===== config.mk =====
export PLATFORM = sky130hd
export DESIGN_NAME = univ_shift_reg
export DESIGN_NICKNAME = d
export VERILOG_FILES = /design/src/rtl/univ_shift_pkg.sv /design/src/rtl/shift_cnt.sv /design/src/rtl/univ_shift_reg.sv
export SDC_FILE = /design/constraint.sdc
export NUM_CORES = 1
export LEC_CHECK = 0
export BUFFER_PORTS_ARGS = -buffer_cell sky130_fd_sc_hd__buf_4
export CAP_MARGIN = 30
export CORE_UTILIZATION = 40
export CTS_BUF_LIST = sky130_fd_sc_hd__clkbuf_4
export DETAILED_ROUTE_END_ITERATION = 8
export GPL_TIMING_DRIVEN = 0
export PLACE_DENSITY = 0.68
export SLEW_MARGIN = 20
export SYNTH_ARGS = -nofsm -noshare
export SYNTH_HDL_FRONTEND = slang
export SYNTH_HIERARCHICAL = 1
export SYNTH_SLANG_ARGS = --single-unit

===== constraint.sdc =====
create_clock -name clk -period 1.6 [get_ports clk]
set_input_delay 0.32 -clock clk [delete_from_list [all_inputs] [get_ports clk]]
set_output_delay 0.32 -clock clk [all_outputs]
set_load 0.05 [all_outputs]

===== src/rtl/univ_shift_pkg.sv =====
// Shared encodings for the universal shift register: operating modes and
// the load/shift sequencing FSM states.
package univ_shift_pkg;

  localparam logic [1:0] MODE_HOLD = 2'b00;
  localparam logic [1:0] MODE_SHR  = 2'b01;
  localparam logic [1:0] MODE_SHL  = 2'b10;
  localparam logic [1:0] MODE_LOAD = 2'b11;

  typedef enum logic [1:0] {
    ST_IDLE     = 2'd0,
    ST_LOADED   = 2'd1,
    ST_SHIFTING = 2'd2,
    ST_DONE     = 2'd3
  } state_t;

endpackage


===== src/rtl/shift_cnt.sv =====
// Saturating up-counter with synchronous clear; clear wins over increment.
module shift_cnt #(
  parameter int W   = 4,
  parameter int MAX = 8
) (
  input  logic         clk,
  input  logic         rst,
  input  logic         clr,
  input  logic         inc,
  output logic [W-1:0] cnt
);

  always_ff @(posedge clk or posedge rst) begin
    if (rst)                         cnt <= '0;
    else if (clr)                    cnt <= '0;
    else if (inc && cnt != W'(MAX))  cnt <= cnt + W'(1);
  end

endmodule


===== src/rtl/univ_shift_reg.sv =====
// Universal shift register with load/shift-count sequencing and done pulse.
// Optional registered parity output under `UNIV_SHIFT_REG_PARITY_EN.
module univ_shift_reg
  import univ_shift_pkg::*;
#(
  parameter int WIDTH = 8,
  parameter int CNT_W = $clog2(WIDTH + 1)
) (
  input  logic             clk,
  input  logic             rst,
  input  logic             en,
  input  logic [1:0]       mode,
  input  logic [WIDTH-1:0] d,
  input  logic             si_r,
  input  logic             si_l,
  output logic [WIDTH-1:0] q,
  output logic             so_r,
  output logic             so_l,
  output logic [CNT_W-1:0] cnt,
  output logic             done,
`ifdef UNIV_SHIFT_REG_PARITY_EN
  output logic             parity,
`endif
  output logic             busy
);

  state_t           state, st_nxt;
  logic [WIDTH-1:0] q_nxt;
  logic             is_shift, is_load, cnt_clr, cnt_inc, done_nxt;

  assign so_r = q[0];
  assign so_l = q[WIDTH-1];

  assign is_load  = en && (mode == MODE_LOAD);
  assign is_shift = en && (mode == MODE_SHR || mode == MODE_SHL);

  always_comb begin
    q_nxt    = q;
    st_nxt   = state;
    cnt_clr  = 1'b0;
    cnt_inc  = 1'b0;
    done_nxt = 1'b0;
    if (is_load) begin
      q_nxt   = d;
      cnt_clr = 1'b1;
      st_nxt  = ST_LOADED;
    end else begin
      if (is_shift)
        q_nxt = (mode == MODE_SHR) ? {si_r, q[WIDTH-1:1]} : {q[WIDTH-2:0], si_l};
      case (state)
        ST_IDLE: ;
        ST_LOADED:
          if (is_shift) begin
            cnt_inc = 1'b1;
            st_nxt  = ST_SHIFTING;
          end
        ST_SHIFTING:
          if (is_shift) begin
            cnt_inc = 1'b1;
            if (cnt == CNT_W'(WIDTH - 1)) begin
              st_nxt   = ST_DONE;
              done_nxt = 1'b1;
            end
          end
        // DONE is a single-cycle state no matter what the inputs are
        ST_DONE: st_nxt = ST_IDLE;
        default: st_nxt = ST_IDLE;
      endcase
    end
  end

  always_ff @(posedge clk or posedge rst) begin
    if (rst) begin
      state <= ST_IDLE;
      q     <= '0;
      done  <= 1'b0;
      busy  <= 1'b0;
    end else begin
      state <= st_nxt;
      q     <= q_nxt;
      done  <= done_nxt;
      busy  <= (st_nxt == ST_SHIFTING);
    end
  end

`ifdef UNIV_SHIFT_REG_PARITY_EN
  always_ff @(posedge clk or posedge rst) begin
    if (rst) parity <= 1'b0;
    else     parity <= ^q_nxt;
  end
`endif

  shift_cnt #(
    .W   (CNT_W),
    .MAX (WIDTH)
  ) u_cnt (
    .clk (clk),
    .rst (rst),
    .clr (cnt_clr),
    .inc (cnt_inc),
    .cnt (cnt)
  );

endmodule


==> results.cfg, run 1 <==
[outcome]
status = complete, no violations

[detailed_routing]
num_vias = 903
wl_per_cell_um = 13.29
wl_mm = 2.339
viasPerCell = 5.131
initialDrtViolationCount = 4
drtPass1Iterations = 2
antenna_violating_nets_post_route = 0
drcViolationCount = 0

[logic_synthesis]
ys_async_rst_share_pct = 100.0
post-synth-top-area-fraction_pct = 40.76
synthesis.instances = 109
post_synth_instance_area_um2 = 982.2
synth-seq-area-share_pct = 40.76
ys_top_cells_by_area = sky130_fd_sc_hd__dfrtp_1 41%, sky130_fd_sc_hd__ha_1 10%, sky130_fd_sc_hd__o21ai_0 8.2%
synth-main-ff-cell = sky130_fd_sc_hd__dfrtp_1
synth_fp_nets = 132
synth_top_cell_by_area = sky130_fd_sc_hd__dfrtp_1
synth_enable_flop_cells = 0
synth_cell_types = 28
yosys_warnings = 6
synth.ff_latch_count = 16
synthesis.area_per_instance_um2 = 9.011
netlist_top_cells_count = 16 x sky130_fd_sc_hd__dfrtp_1, 16 x sky130_fd_sc_hd__o21ai_0, 13 x sky130_fd_sc_hd__nand2_1

[sta]
fmax_mhz = 631.5
period_share_pct = 98.98
whs_ns = 0.2236
fin_worst_skew_ns = 0.001887
finalWorstPathRequiredPeriod_ns = 1.584
timing_worst_slew_pin_value_ns = 0.4820
slew_violations = 0
slew-limit-headroom_pct = 67.83
setup_viol = 0
setup_repair_after_global_routing_missed_its_margin = true
hold_viol = 0

[die]
ios = 31
core_area_um2 = 2255
die_height_um = 51.55
fp.dieArea_um2 = 2657
dieWidth_um = 51.55
start_util_pct = 43.56
std_cell_rows = 17

[clocking]
tritoncts = done
cts_inserted_buffers = 3
clk-insertion-delay-late_ns = 0.29
cts.sink_count = 16
cts_htree_levels = 1
clock-root-buffer = sky130_fd_sc_hd__clkbuf_4
max-clock-path-buffers = 2
path_clk_slew_ns = 0.10

[setup_path]
worstSetupStartpointType = input port
setup.worst_path.class = in2reg
critPathCaptureType = register
crit_required_ns = 1.82
path_max_fanout = 10
timing.critical_path.arrival_ns = 1.81
rr_startpoint = state[0]$_DFF_PP0_
crit_path_start = mode[1]

[pwr]
powerDensity_nw_per_um2 = 1404
share_seq_of_total_power_pct = 31.9
power.combinational.fraction_pct = 56.2
power.share.clock_pct = 11.9
netSwitchingFraction_pct = 45.93
vdd.ir_drop.worst_v = 0.0008810
switching_power_mw = 0.8853
internal_power_mw = 1.042
power_leakage_nw = 0.6369

[place]
port-buffer-count = 30
placed_cells = 167
dp_hpwl_mm = 1.681
gpl.final_weighted_congestion = 0.7674

[final_layout]
final_layout_size_suffix_gt1_share_pct = 35.81
instances_no_fill = 176
antenna_cells = 0
area_growth_syn_to_layout_pct = 39.75
final_nets = 172

[global_route]
grt.overflow.total = 0
grt_overall_usage_pct = 19.54
grt_antenna_before_repair = 0
first_global_vias = 866
grt_start_max_net_pins = 16
global_route_wire_length_before_repair_mm = 3.719

[min_path]
hp-class = in2reg
min-delay-start = d[5]

[flow_run]
maxCapViolCount = 0
## critical path, stage by stage
cell and delay (ns):
sky130_fd_sc_hd__buf_4 0.13, sky130_fd_sc_hd__inv_12 0.03, sky130_fd_sc_hd__ha_4 0.22, sky130_fd_sc_hd__nand2b_4 0.14, sky130_fd_sc_hd__buf_6 0.14, sky130_fd_sc_hd__nor3b_4 0.23, sky130_fd_sc_hd__nand2_1 0.10, sky130_fd_sc_hd__or3b_1 0.35
sky130_fd_sc_hd__a21oi_1 0.13
## per-layer routing
| metal | wire length (µm) | vias to the layer above | global-route usage [%] |
|---|---|---|---|
| met3 | 97 | 2 | 5.263 |
| met2 | 1196 | 20 | 34.42 |
| met5 | 0 | - | 0 |
| met4 | 16 | 0 | 6.757 |
| met1 | 1029 | 427 | 22.61 |
| li1 | - | 454 | - |
## cells by family after synthesis
group,count (synthesis),synth area share [%]
simple gates,40,21.53
compound gates,29,17.96
flops,16,40.76
buf+inv,13,6.114
fa+ha+maj,8,10.19
mux,2,2.547
xor+xnor,1,0.8919
## cell usage in the layout, fill, tap and decap left out, types with 2 or more instances in the layout
cell,instances
sky130_fd_sc_hd__ha_1,6
sky130_fd_sc_hd__ha_4,2
sky130_fd_sc_hd__a211oi_1,8
sky130_fd_sc_hd__nor4_1,3
sky130_fd_sc_hd__nand2b_1,2
sky130_fd_sc_hd__o21ai_1,2
sky130_fd_sc_hd__inv_1,6
sky130_fd_sc_hd__clkbuf_4,3
sky130_fd_sc_hd__buf_2,2
sky130_fd_sc_hd__nor2_1,5
sky130_fd_sc_hd__o21ai_0,15
sky130_fd_sc_hd__dfrtp_1,15
sky130_fd_sc_hd__nor2b_1,8
sky130_fd_sc_hd__buf_4,36
sky130_fd_sc_hd__nand2_1,13
## area by class of cell
type / instances / area, µm²
multi-input combinational: 80 / 565.5
buffer: 5 / 36.28
sequential: 16 / 401.6
fill: 223 / 882.1
clock buffer: 3 / 22.52
clock inverter: 1 / 3.754
timing repair buffer: 35 / 265.3
tap: 28 / 35.03
inverter: 8 / 42.54
## power groups by stage
stage	clock (mW)	sequential, mW	combinational (mW)
2_1_floorplan	0	0.885	0.441
3_3_place_gp	0	0.627	0.960
3_5_place_dp	0	0.626	0.985
4_1_cts	0.234	0.609	1.03
5_1_grt	0.254	0.632	1.17
6_report	0.230	0.615	1.08
## state kept, by name, indices dropped and copies added, names as in the netlist
register	flops
q	8
u_cnt/cnt	4
state	2
busy	1
done	1
## path summary, 6_finish.rpt
check | slack, ns | endpoint | depth (start not counted)
worst max-delay path | 0.02 | u_cnt/cnt[2]$_DFFE_PP0P_ | 9
worst min-delay path | 0.22 | q[5]$_DFFE_PP0P_ | 3
worst max register to register | 0.02 | u_cnt/cnt[2]$_DFFE_PP0P_ | 6
worst min register to register | 0.61 | u_cnt/cnt[3]$_DFFE_PP0P_ | 2
max in group asynchronous | 0.67 | q[1]$_DFFE_PP0P_ | 3
min in group asynchronous | 0.47 | u_cnt/cnt[3]$_DFFE_PP0P_ | 3
## per-stage QoR
stage	area, µm²	setup TNS, ns	setup WS, ns	power [mW]	util [%]
CTS	1345	0	0.003412	1.873	59.66
global route	1373	-0.08775	-0.06121	2.053	60.88
global placement	1294	-0.7762	-0.2746	1.587	57.38
finish	1373	0	0.01639	1.927	60.88
detailed placement	1294	-0.7648	-0.2843	1.611	57.38
floorplan	1033	-0.05696	-0.03202	1.326	-
## what timing repair did
item	4_1_cts	5_1_grt
pin swaps	0	1
hold buffers	1	0
setup endpoints to repair	2	2
buffers inserted	2	2
resized for setup	0	3
hold endpoints to repair	4	0
gates cloned	0	0
No activity file was read; power rests on OpenSTA's default activity.
==> run 2: changes to the inputs <==
- REMOVE_ABC_BUFFERS: unset -> 1
==> run 2 against run 1 <==
Effect of this change: non-clock buffer count is 4 lower; via count shrank 0.55%; clock power is essentially flat; count of clock-buffer cells in the layout unchanged; register-to-register slack about the same; die area unchanged; first-iteration DRC count increased to 4.5 times the previous value; wire length fell by 3.1%; cell area down 3.7%; cell count is 2.3% lower; largest power group unchanged; highest routed layer unchanged.
==> results.cfg, run 2 (synthesis gave the netlist of run 1 again) <==
[sta]
period_share_pct = 98.63
fin_worst_skew_ns = 0.001010
slew_violations = 0
fmax_mhz = 633.7
setup_repair_after_global_routing_missed_its_margin = true
finalWorstPathRequiredPeriod_ns = 1.578
timing_worst_slew_pin_value_ns = 0.5423
setup_viol = 0
whs_ns = 0.2289
slew-limit-headroom_pct = 63.81
setup_slack_ns = 0.02196
hold_viol = 0

[pwr]
power_leakage_nw = 0.6153
total_power_mw = 1.912
powerDensity_nw_per_um2 = 1447
vdd.ir_drop.worst_v = 0.0008267

[final_layout]
fillerInstances = 217
mostFrequentLayoutCells = 35 x sky130_fd_sc_hd__buf_4, 16 x sky130_fd_sc_hd__o21ai_0, 16 x sky130_fd_sc_hd__dfrtp_1, 13 x sky130_fd_sc_hd__nand2_1
final_layout_size_suffix_gt1_share_pct = 33.33
antenna_cells = 0
layout_commonest_cell = sky130_fd_sc_hd__buf_4
final_nets = 168
area_growth_syn_to_layout_pct = 34.52
largest-register = q
biggestRegsByFlops = q: 8 flops, u_cnt/cnt: 4 flops, state: 2 flops
largest_register_ff_count = 8

[clocking]
path_clk_slew_ns = 0.10
clock-root-buffer = sky130_fd_sc_hd__clkbuf_4
tritoncts = done
cts_inserted_buffers = 3
max-clock-path-buffers = 2
cts_htree_levels = 1
cts.sink_count = 16
clk-insertion-delay-late_ns = 0.29

[detailed_routing]
viasPerCell = 5.221
drt-met1-wl_mm = 1.037
met2WireLength_mm = 1.092
num_vias = 898
met3RoutedLength_um = 100
antenna_violating_nets_post_route = 0
drcViolationCount = 0
top_layer_used = met4
wl_per_cell_um = 13.17
wl_mm = 2.266
initialDrtViolationCount = 18
drtPass1Iterations = 4

[setup_path]
path_max_fanout = 3
worstSetupStartpointType = register
r2r_slack_ns = 0.02
setup.worst_path.class = reg2reg
reg2regPathDepth = 6
crit_required_ns = 1.82
critPathCaptureType = register
crit_path_start = state[0]$_DFF_PP0_
rr_startpoint = state[0]$_DFF_PP0_
regToRegEndpoint = u_cnt/cnt[2]$_DFFE_PP0P_
crit_end = u_cnt/cnt[2]$_DFFE_PP0P_
timing.critical_path.arrival_ns = 1.80

[place]
gpl.final_weighted_congestion = 0.7734
dpl_worst_slack_ns = -0.6326
dp_hpwl_mm = 1.595
port-buffer-count = 30

[global_route]
grt_start_max_net_pins = 18
grt_antenna_before_repair = 0
grt_overall_usage_pct = 20.86
first_global_vias = 913
grt.overflow.total = 0
global_route_wire_length_before_repair_mm = 4.022

[die]
fp.dieArea_um2 = 2657
std_cell_rows = 17
core_area_um2 = 2255
dieWidth_um = 51.55
ios = 31
die_height_um = 51.55
start_util_pct = 43.56

[flow_run]
maxCapViolCount = 0

[outcome]
status = complete, no violations

[min_path]
hp-class = in2reg
## run 2: changes by cell type in the layout (fill, tap and decap cells not counted), sizes merged
| cell | previous run | this run |
|---|---|---|
| buf | 39 | 35 |
## run 2: area by class of cell
cell class	count	area (µm²)	area share [%]
well taps	28	35.03	2.652
multi-input cells	80	556.8	42.14
flip-flops and latches	16	400.4	30.30
repair buffers	36	272.8	20.64
clock inverters	1	3.754	0.2841
clock buffers	3	22.52	1.705
inverters	8	30.03	2.273
## run 2: through the flow
step / TNS, ns / cell area, µm² / utilization [%] / instances
floorplan: -0.5894 / 952.2 / - / 104
global placement: -2.431 / 1212 / 53.77 / 162
detailed placement: -2.842 / 1212 / 53.77 / 162
CTS: 0 / 1290 / 57.21 / 170
global route: -0.06696 / 1321 / 58.60 / 172
finish: 0 / 1321 / 58.60 / 172
## run 2: worst min path at each step
stage | start | end | slack (ns) | cells after the start
global route | d[3] | q[3]$_DFFE_PP0P_ | 0.23 | 3
finish | d[5] | q[5]$_DFFE_PP0P_ | 0.23 | 3
CTS | d[2] | q[2]$_DFFE_PP0P_ | 0.22 | 3
global placement | rst | u_cnt/cnt[1]$_DFFE_PP0P_ | 0.23 | 2
detailed placement | rst | u_cnt/cnt[0]$_DFFE_PP0P_ | 0.24 | 2
floorplan | rst | u_cnt/cnt[0]$_DFFE_PP0P_ | 0.09 | 1
## run 2: timing repair
item | 4_1_cts | 5_1_grt
pin swaps | 0 | 3
hold buffers | 1 | 0
setup buffers | 3 | 2
gates resized for setup | 4 | 4
setup endpoints to repair | 4 | 3
endpoints found under the hold margin | 4 | 0
cloned | 0 | 0
## run 2: where the power goes
part,internal (mW),leakage (nW),switching [mW],total (mW)
clock,0.0907,0.0154,0.137,0.228
combinational,0.434,0.399,0.634,1.07
sequential,0.507,0.201,0.110,0.616
total,1.03,0.615,0.881,1.91
## run 2: worst max-delay path, stage by stage (launching register included)
cell and delay (ns):
sky130_fd_sc_hd__dfrtp_1 0.38, sky130_fd_sc_hd__inv_2 0.07, sky130_fd_sc_hd__ha_4 0.25, sky130_fd_sc_hd__nor3b_4 0.20, sky130_fd_sc_hd__nand2_1 0.09, sky130_fd_sc_hd__or3b_1 0.39
sky130_fd_sc_hd__a21oi_2 0.13
## run 2: layer usage
metal / track usage [%] / vias to the layer above
met5: 0 / -
met3: 4.386 / 4
met2: 33.77 / 26
met1: 26.21 / 419
li1: - / 449
met4: 10.36 / 0
